File: src/rtl/fifo_pkg.sv
// Shared definitions for the async FIFO and its stream-side adapters.
// Contents: default data width, skid-buffer occupancy state, occupancy helper.
package fifo_pkg;

    localparam int unsigned FIFO_DATA_WIDTH = 8;

    // Encoding equals the number of buffered words.
    typedef enum logic [1:0] {
        S_EMPTY = 2'd0,
        S_ONE   = 2'd1,
        S_TWO   = 2'd2
    } occ_state_t;

    function automatic logic [1:0] occ_count(input occ_state_t s);
        return 2'(s);
    endfunction

endpackage

File: src/rtl/skid_buf2.sv
// Two-entry register buffer with head/tail pointers and an occupancy FSM.
// Ports: clk, rst_n (async active-low); push/push_data write the tail;
// pop retires the head; clear empties the buffer and dominates push/pop;
// occ is the occupancy state; head_data is the head entry.
module skid_buf2
    import fifo_pkg::*;
#(
    parameter int unsigned DATA_WIDTH = FIFO_DATA_WIDTH
) (
    input  logic                  clk,
    input  logic                  rst_n,
    input  logic                  push,
    input  logic [DATA_WIDTH-1:0] push_data,
    input  logic                  pop,
    input  logic                  clear,
    output occ_state_t            occ,
    output logic [DATA_WIDTH-1:0] head_data
);

    occ_state_t                 state;
    occ_state_t                 state_nxt;
    logic                       head;
    logic                       head_nxt;
    logic                       tail;
    logic                       tail_nxt;
    logic                       wr_en;
    logic                       do_push;
    logic                       do_pop;
    logic [1:0][DATA_WIDTH-1:0] mem;

    // State and pointer registers
    always_ff @(posedge clk or negedge rst_n) begin
        if (!rst_n) begin
            state <= S_EMPTY;
            head  <= 1'b0;
            tail  <= 1'b0;
        end else begin
            state <= state_nxt;
            head  <= head_nxt;
            tail  <= tail_nxt;
        end
    end

    // Next-state: push advances, pop retreats, both together hold occupancy
    always_comb begin
        state_nxt = state;
        head_nxt  = head;
        tail_nxt  = tail;
        wr_en     = 1'b0;
        do_push   = 1'b0;
        do_pop    = 1'b0;
        if (clear) begin
            state_nxt = S_EMPTY;
            head_nxt  = 1'b0;
            tail_nxt  = 1'b0;
        end else begin
            do_push = push && (state != S_TWO);
            do_pop  = pop && (state != S_EMPTY);
            if (do_push) begin
                wr_en    = 1'b1;
                tail_nxt = ~tail;
            end
            if (do_pop) begin
                head_nxt = ~head;
            end
            unique case ({do_push, do_pop})
                2'b10:   state_nxt = (state == S_EMPTY) ? S_ONE : S_TWO;
                2'b01:   state_nxt = (state == S_TWO) ? S_ONE : S_EMPTY;
                default: state_nxt = state;
            endcase
        end
    end

    // Storage entries
    always_ff @(posedge clk or negedge rst_n) begin
        if (!rst_n) begin
            mem <= '0;
        end else if (wr_en) begin
            mem[tail] <= push_data;
        end
    end

    assign occ       = state;
    assign head_data = mem[head];

endmodule

File: src/rtl/fifo_stream_reader.sv
// Drains the async FIFO read port into a valid/ready stream with burst framing.
// Ports: rd_clk, rst_n (async active-low); fifo_empty/fifo_rd_en/fifo_rd_data
// FIFO read side (data one cycle after an accepted read); m_valid/m_ready/
// m_data/m_last stream output; flush drops buffered and in-flight words;
// words_out counts delivered beats modulo 2^CNT_WIDTH.
module fifo_stream_reader
    import fifo_pkg::*;
#(
    parameter int unsigned DATA_WIDTH = FIFO_DATA_WIDTH,
    parameter int unsigned BURST_LEN  = 4,
    parameter int unsigned CNT_WIDTH  = 16
) (
    input  logic                  rd_clk,
    input  logic                  rst_n,
    input  logic                  fifo_empty,
    output logic                  fifo_rd_en,
    input  logic [DATA_WIDTH-1:0] fifo_rd_data,
    output logic                  m_valid,
    input  logic                  m_ready,
    output logic [DATA_WIDTH-1:0] m_data,
    output logic                  m_last,
    input  logic                  flush,
    output logic [CNT_WIDTH-1:0]  words_out
);

    localparam int unsigned BEAT_W = (BURST_LEN > 1) ? $clog2(BURST_LEN) : 1;
    localparam logic [BEAT_W-1:0] BEAT_LAST = BEAT_W'(BURST_LEN - 1);

    occ_state_t        occ;
    logic              in_flight;
    logic              pop;
    logic              push;
    logic              hs_count;
    logic [2:0]        credit_used;
    logic [BEAT_W-1:0] beat_cnt;

    assign pop      = m_valid && m_ready;
    assign push     = in_flight && !flush;
    assign hs_count = pop && !flush;

    // Credit check: buffered + landing - leaving must leave room for one more
    assign credit_used = 3'(occ_count(occ)) + 3'(in_flight);
    assign fifo_rd_en  = rst_n && !fifo_empty && !flush
                         && (credit_used < (3'd2 + 3'(pop)));

    // Read accepted this cycle means data lands next cycle
    always_ff @(posedge rd_clk or negedge rst_n) begin
        if (!rst_n) begin
            in_flight <= 1'b0;
        end else begin
            in_flight <= fifo_rd_en;
        end
    end

    skid_buf2 #(
        .DATA_WIDTH (DATA_WIDTH)
    ) u_buf (
        .clk       (rd_clk),
        .rst_n     (rst_n),
        .push      (push),
        .push_data (fifo_rd_data),
        .pop       (pop),
        .clear     (flush),
        .occ       (occ),
        .head_data (m_data)
    );

    assign m_valid = (occ != S_EMPTY);
    assign m_last  = m_valid && (beat_cnt == BEAT_LAST);

    // Burst beat counter; flush restarts framing
    always_ff @(posedge rd_clk or negedge rst_n) begin
        if (!rst_n) begin
            beat_cnt <= '0;
        end else if (flush) begin
            beat_cnt <= '0;
        end else if (pop) begin
            beat_cnt <= (beat_cnt == BEAT_LAST) ? '0 : beat_cnt + BEAT_W'(1);
        end
    end

    // Delivered-beat counter, survives flush
    always_ff @(posedge rd_clk or negedge rst_n) begin
        if (!rst_n) begin
            words_out <= '0;
        end else if (hs_count) begin
            words_out <= words_out + CNT_WIDTH'(1);
        end
    end

endmodule

File: config.mk
export PLATFORM = sky130hd
export DESIGN_NAME = fifo_stream_reader
export DESIGN_NICKNAME = d
export VERILOG_FILES = /design/src/rtl/fifo_pkg.sv /design/src/rtl/skid_buf2.sv /design/src/rtl/fifo_stream_reader.sv
export SDC_FILE = /design/constraint.sdc
export NUM_CORES = 1
export LEC_CHECK = 0
export CAP_MARGIN = 20
export CORE_MARGIN = 10
export CORE_UTILIZATION = 45
export DETAILED_ROUTE_END_ITERATION = 10
export GPL_TIMING_DRIVEN = 1
export PLACE_DENSITY = 0.7
export SETUP_SLACK_MARGIN = 0.3
export SLEW_MARGIN = 40
export SYNTH_ARGS = -nofsm -noshare
export SYNTH_HDL_FRONTEND = slang
export SYNTH_SLANG_ARGS = --single-unit
export TNS_END_PERCENT = 1
File: constraint.sdc
create_clock -name rd_clk -period 2.1 [get_ports rd_clk]
set_input_delay 0.42 -clock rd_clk [delete_from_list [all_inputs] [get_ports rd_clk]]
set_output_delay 0.42 -clock rd_clk [all_outputs]
set_load 0.005 [all_outputs]
Yosys cells after proc, flatten, opt, wreduce, memory -nomap -nowiden --
Cells that the tools add are included.
Storage, ports and cells: output and inout bits 27, memories kept 0, bits in latches 0, ROM bits 0, input bits 13, bits in writable memories 0, flip-flop bits (word level) 39
Operators by class: divide/modulo/power cells 0, shift-type cells 0, reductions and logical operators 18, bitwise logic cells 2, $add $sub $neg 4, $mul 0, equality and inequality tests 5, magnitude comparators 4, multiplexer cells 18
Operator list (count):
- 2-to-1 mux 8 bit | 3
- adder 16 x 1 -> 16 bit, second input constant | 1
- bitwise mux 16 bit | 1
- logical AND 1 bit | 10
- 2-to-1 mux 2 bit | 5
- demux 8 bit (select 1 bit) | 1
- nonzero test 2 bit | 4
- 2-to-1 mux 1 bit | 7
- equality test 2 bit, second input constant | 3
- < comparator 1 x 2 -> 1 bit, second input constant | 2
- one-hot mux 2 bit (2 select lines) | 1
- adder 2 x 1 -> 3 bit | 1
- adder 2 x 1 -> 3 bit, first input constant | 1
- < comparator 3 bit | 1
- nonzero test 3 bit | 1
- adder 2 x 1 -> 2 bit, second input constant | 1
- equality test 2 x 1 -> 1 bit, second input constant | 1
- logical NOT 1 bit | 2
- logical NOT 2 bit | 1
- inequality test 2 bit, second input constant | 1
- inverter 1 bit | 2
- >= comparator 1 bit, second input constant | 1

Longest topological paths before layout --
depth in word-level cells 6, gate-level depth with buffers 5, depth with buffers taken out 5

Hierarchy --
From an unflattened synthesis, not the netlist that was laid out.
Second synthesis, totals: cells, all modules 144, area total of the unflattened synthesis 1904.3 um^2
By module, submodules not included:
- fifo_stream_reader | area an instance 963.4 um^2, times used 1, cells each 79
- skid_buf2 | area an instance 940.9 um^2, times used 1, cells each 65

Worst setup path after synthesis --
OpenSTA, ideal clock, no wires.
path type register -> register, start point register u_buf.state[1], in the netlist u_buf.occ[1], end point register u_buf.mem[10] in the netlist's numbering, required time 1.975 ns, path slack 0.441 ns, data arrival time 1.534 ns, period minus slack after synthesis 1.659 ns, cell stages (with the launch flop) 6, cells stage by stage dfrtp_1 > nor2b_2 > nand2b_4 > or3b_1 > buf_6 > mux2_4
On the way: word-level cells in the longest chain between the ends 4
RTL lines:
- start: declaration | RTL line skid_buf2.sv:20 | occ_state_t state;
- start signal: assignment | RTL line skid_buf2.sv:38 | state <= state_nxt;
- inequality test 2 bit | RTL line skid_buf2.sv:57 | do_push = push && (state != S_TWO);
- logical AND 1 bit | RTL line skid_buf2.sv:57
- 2-to-1 mux 1 bit | RTL line skid_buf2.sv:59 | if (do_push) begin
- 2-to-1 mux 1 bit | RTL line skid_buf2.sv:52 | if (clear) begin
- end signal: indexed assignment | RTL line skid_buf2.sv:79 | mem[tail] <= push_data;
- end: declaration | RTL line skid_buf2.sv:29 | logic [1:0][DATA_WIDTH-1:0] mem;
Every way passes these cells. A chain may end at the register's enable or synchronous reset.

Worst setup path after layout --
start point register u_buf.head, end point output port m_data[5]
On the way: word-level cells in the longest chain between the ends 2
RTL lines:
- start: declaration | RTL line skid_buf2.sv:22 | logic head;
- start signal: assignment | RTL line skid_buf2.sv:39 | head <= head_nxt;
- 2-to-1 mux 8 bit (not written as such) (2 in a row) | RTL line skid_buf2.sv:84 | assign head_data = mem[head];
- end: declaration | RTL line fifo_stream_reader.sv:20 | output logic [DATA_WIDTH-1:0] m_data,
Every way passes these cells. The select of a mux whose other input is x is not followed.

==> out/qor.yml <==
relSlewSlack_pct: 67.5
placed_cells_incl_taps: 235
die_area_um2: 6950
clock.fmax_mhz: 510
final_common_cell: "dfrtp_1"
start_kind: "register"
drt_wl_total_um: 3860
power.leakage_uw: 0.00116
synth_cell_types: 32
peakVddDrop_mv: 0.375
async_reset_ff_share_pct: 100
synth_flop_cell: "dfrtp_1"
vias_per_cell: 5.02
r2r_end: "u_buf.mem[15]"
cts-htree-levels: 2
cts.sinks: 39
path_class: "register to output pin"
dpl_cell_area_um2: 2320
status: "finished, final reports clean"
overflow: 0
ant_nets: 0
antennaDiodeCount: 0
rrSetupSlack_ns: 0.22
grt_pass1_wl_um: 6560
synthCells: 139
groute.usage.overall_pct: 11.2
rsz0062_at_grt: "yes"
hold_path.class: "primary input to asynchronous set/reset pin"
tritoncts: "built"
maxCapViolCount: 0
cp_top_family: "buffers and inverters"
post-route-min-period_ns: 1.96
post-route-util_pct: 65.0
use_met1_pct: 13.2
worst_pin_slew_ns: 0.488
ys_seq_area_share_pct: 54.0
final_cell_mix: "38 x dfrtp_1, 29 x clkdlybuf4s50_1, 17 x mux2_2"
nNetsFinal: 215
required_ns: 1.68
end_kind: "output pin"
instances_no_fill: 247
ys_ff_latch: 39
drt_iter0_drc: 76
p_total_uw: 1750
initial_core_util_pct: 47.9
synth_edf_count: 0
drc: 0
clk_latency_ns: 0.29
grt.busiest_layer: "met2"
cts-root-buf: "clkbuf_8"
ctsHoldBuffers: 0
yosys_warnings: 0
crit_start: "u_buf.head"
synth.net_count: 156
core_area_um2: 3770
gp_congestion: 0.804
cp_num_cells: 3
first_pass_iters: 4
grt_max_degree: 40
synth_area_um2: 1810
path_cells: "buf_4 -> mux2_2 -> clkdlybuf4s50_1"
rr_startpoint: "u_buf.occ[1]"
io_pins: 40
rows: 22
finalHoldViolations: 0
io_buffers: 39
whs_ns: 0.206
cp_num_buf_inv: 2
finalSetupViolCount: 0
fin_skew_ns: 0.00660
slew_violations: 0
antenna_found_initial: 0
cts.clk_slew.worst_paths_ns: 0.08
clock_path_buffers: 2
syn_to_final_growth_pct: 35.6
final_area_um2: 2450
die_w_um: 83.4
drive_gt1_share_pct: 30.2
fin_crit_sh_pct: 93.3
cts_buffers: 5
use_met2_pct: 17.8
critical_path_arrival_ns: 1.54
grt_pass1_vias: 1342
place_hpwl_um: 2750
crit_end: "m_data[5]"
cp_slowest_cell: "clkdlybuf4s50_1"
met3_usage_pct: 5.47
num-fill-cells: 263
rr_worst_depth: 6
p_per_area_nw_per_um2: 716
slowest_delay_ns: 0.44
worstPathMaxFanout: 4
die_y_um: 83.4
vias: 1241
routedWlPerCell_um: 15.6
syn_avg_cell_area_um2: 13.0
cell usage after synthesis, types with 2 or more instances:
cell type | count | area (um2)
dfrtp_1 | 39 | 976
mux2_2 | 17 | 191
nor2_1 | 12 | 45.0
xnor2_1 | 10 | 87.6
mux2_4 | 8 | 120
xor2_1 | 7 | 61.3
nand2_1 | 5 | 18.8
nand3_1 | 5 | 25.0
ha_1 | 4 | 50.1
a21oi_1 | 3 | 15.0
and4_1 | 3 | 26.3
nand4_1 | 3 | 18.8
and3_1 | 2 | 12.5
nor3_2 | 2 | 20.0
o21ai_0 | 2 | 10.0
registers in the layout, indices dropped and copies added (netlist names):
| name | cells |
|---|---|
| beat_cnt | 2 |
| in_flight | 1 |
| u_buf.head | 1 |
| u_buf.mem | 16 |
| u_buf.occ | 2 |
| u_buf.tail | 1 |
| words_out | 16 |
layout make-up:
type	count	area [um2]	area share (%)
Multi-Input combinational cell	96	826	33.7
Timing Repair Buffer	55	494	20.2
Clock buffer	5	68.8	2.81
Clock inverter	3	20.0	0.817
Inverter	1	3.75	0.153
Tap cell	48	60.1	2.45
Sequential cell	39	977	39.9
worst register-to-register path, stage by stage, from the launching register on:
cell	delay, ns
dfrtp_1	0.42
buf_4	0.17
nor2b_2	0.15
nand2b_4	0.15
or3b_1	0.39
buf_4	0.19
mux2_4	0.31
routing by layer:
metal  vias up  wire length [um]
li1        603                 -
met1       606              1720
met2        30              1870
met3         2               252
met4         0                19
met5         -                 0
stage by stage:
step | setup WS [ns] | setup TNS, ns
2_1_floorplan | 0.441 | 0
3_3_place_gp | -0.161 | -0.161
3_5_place_dp | -0.156 | -0.156
4_1_cts | 0.114 | 0
5_1_grt | 0.0719 | 0
6_report | 0.140 | 0
power breakdown:
| group | switching (uW) | internal (uW) | total [uW] |
|---|---|---|---|
| Clock | 263 | 231 | 494 |
| Sequential | 60.1 | 842 | 902 |
| Combinational | 120 | 238 | 357 |
timing repair:
item,in CTS,in global routing
pin swaps,1,2
buffers inserted,3,1
endpoints found under the hold margin,0,0
gates cloned,0,0
gates resized for setup,15,4
setup endpoints to repair,17,19
logic make-up (layout without fill, tap and decap cells):
logic type,count (synthesis),after routing,share of synthesized area (%)
simple gates,41,41,13.3
mux,26,26,17.8
buf+inv,4,64,1.25
fa+ha+maj,4,4,2.77
flops,39,39,54.0
compound gates,8,8,2.63
xor+xnor,17,17,8.24
worst min path at each step:
stage / start / end / slack [ns] / cells past startpoint
after global routing: rst_n / u_buf.mem[12] / 0.23 / 2
after CTS: rst_n / u_buf.mem[12] / 0.22 / 2
after global placement: words_out[15] / words_out[15] / 0.46 / 1
after floorplan: rst_n / beat_cnt[0] / 0.12 / 0
final: rst_n / u_buf.mem[0] / 0.21 / 2
after detailed placement: words_out[15] / words_out[15] / 0.47 / 1
No activity file was read; power rests on OpenSTA's default activity.
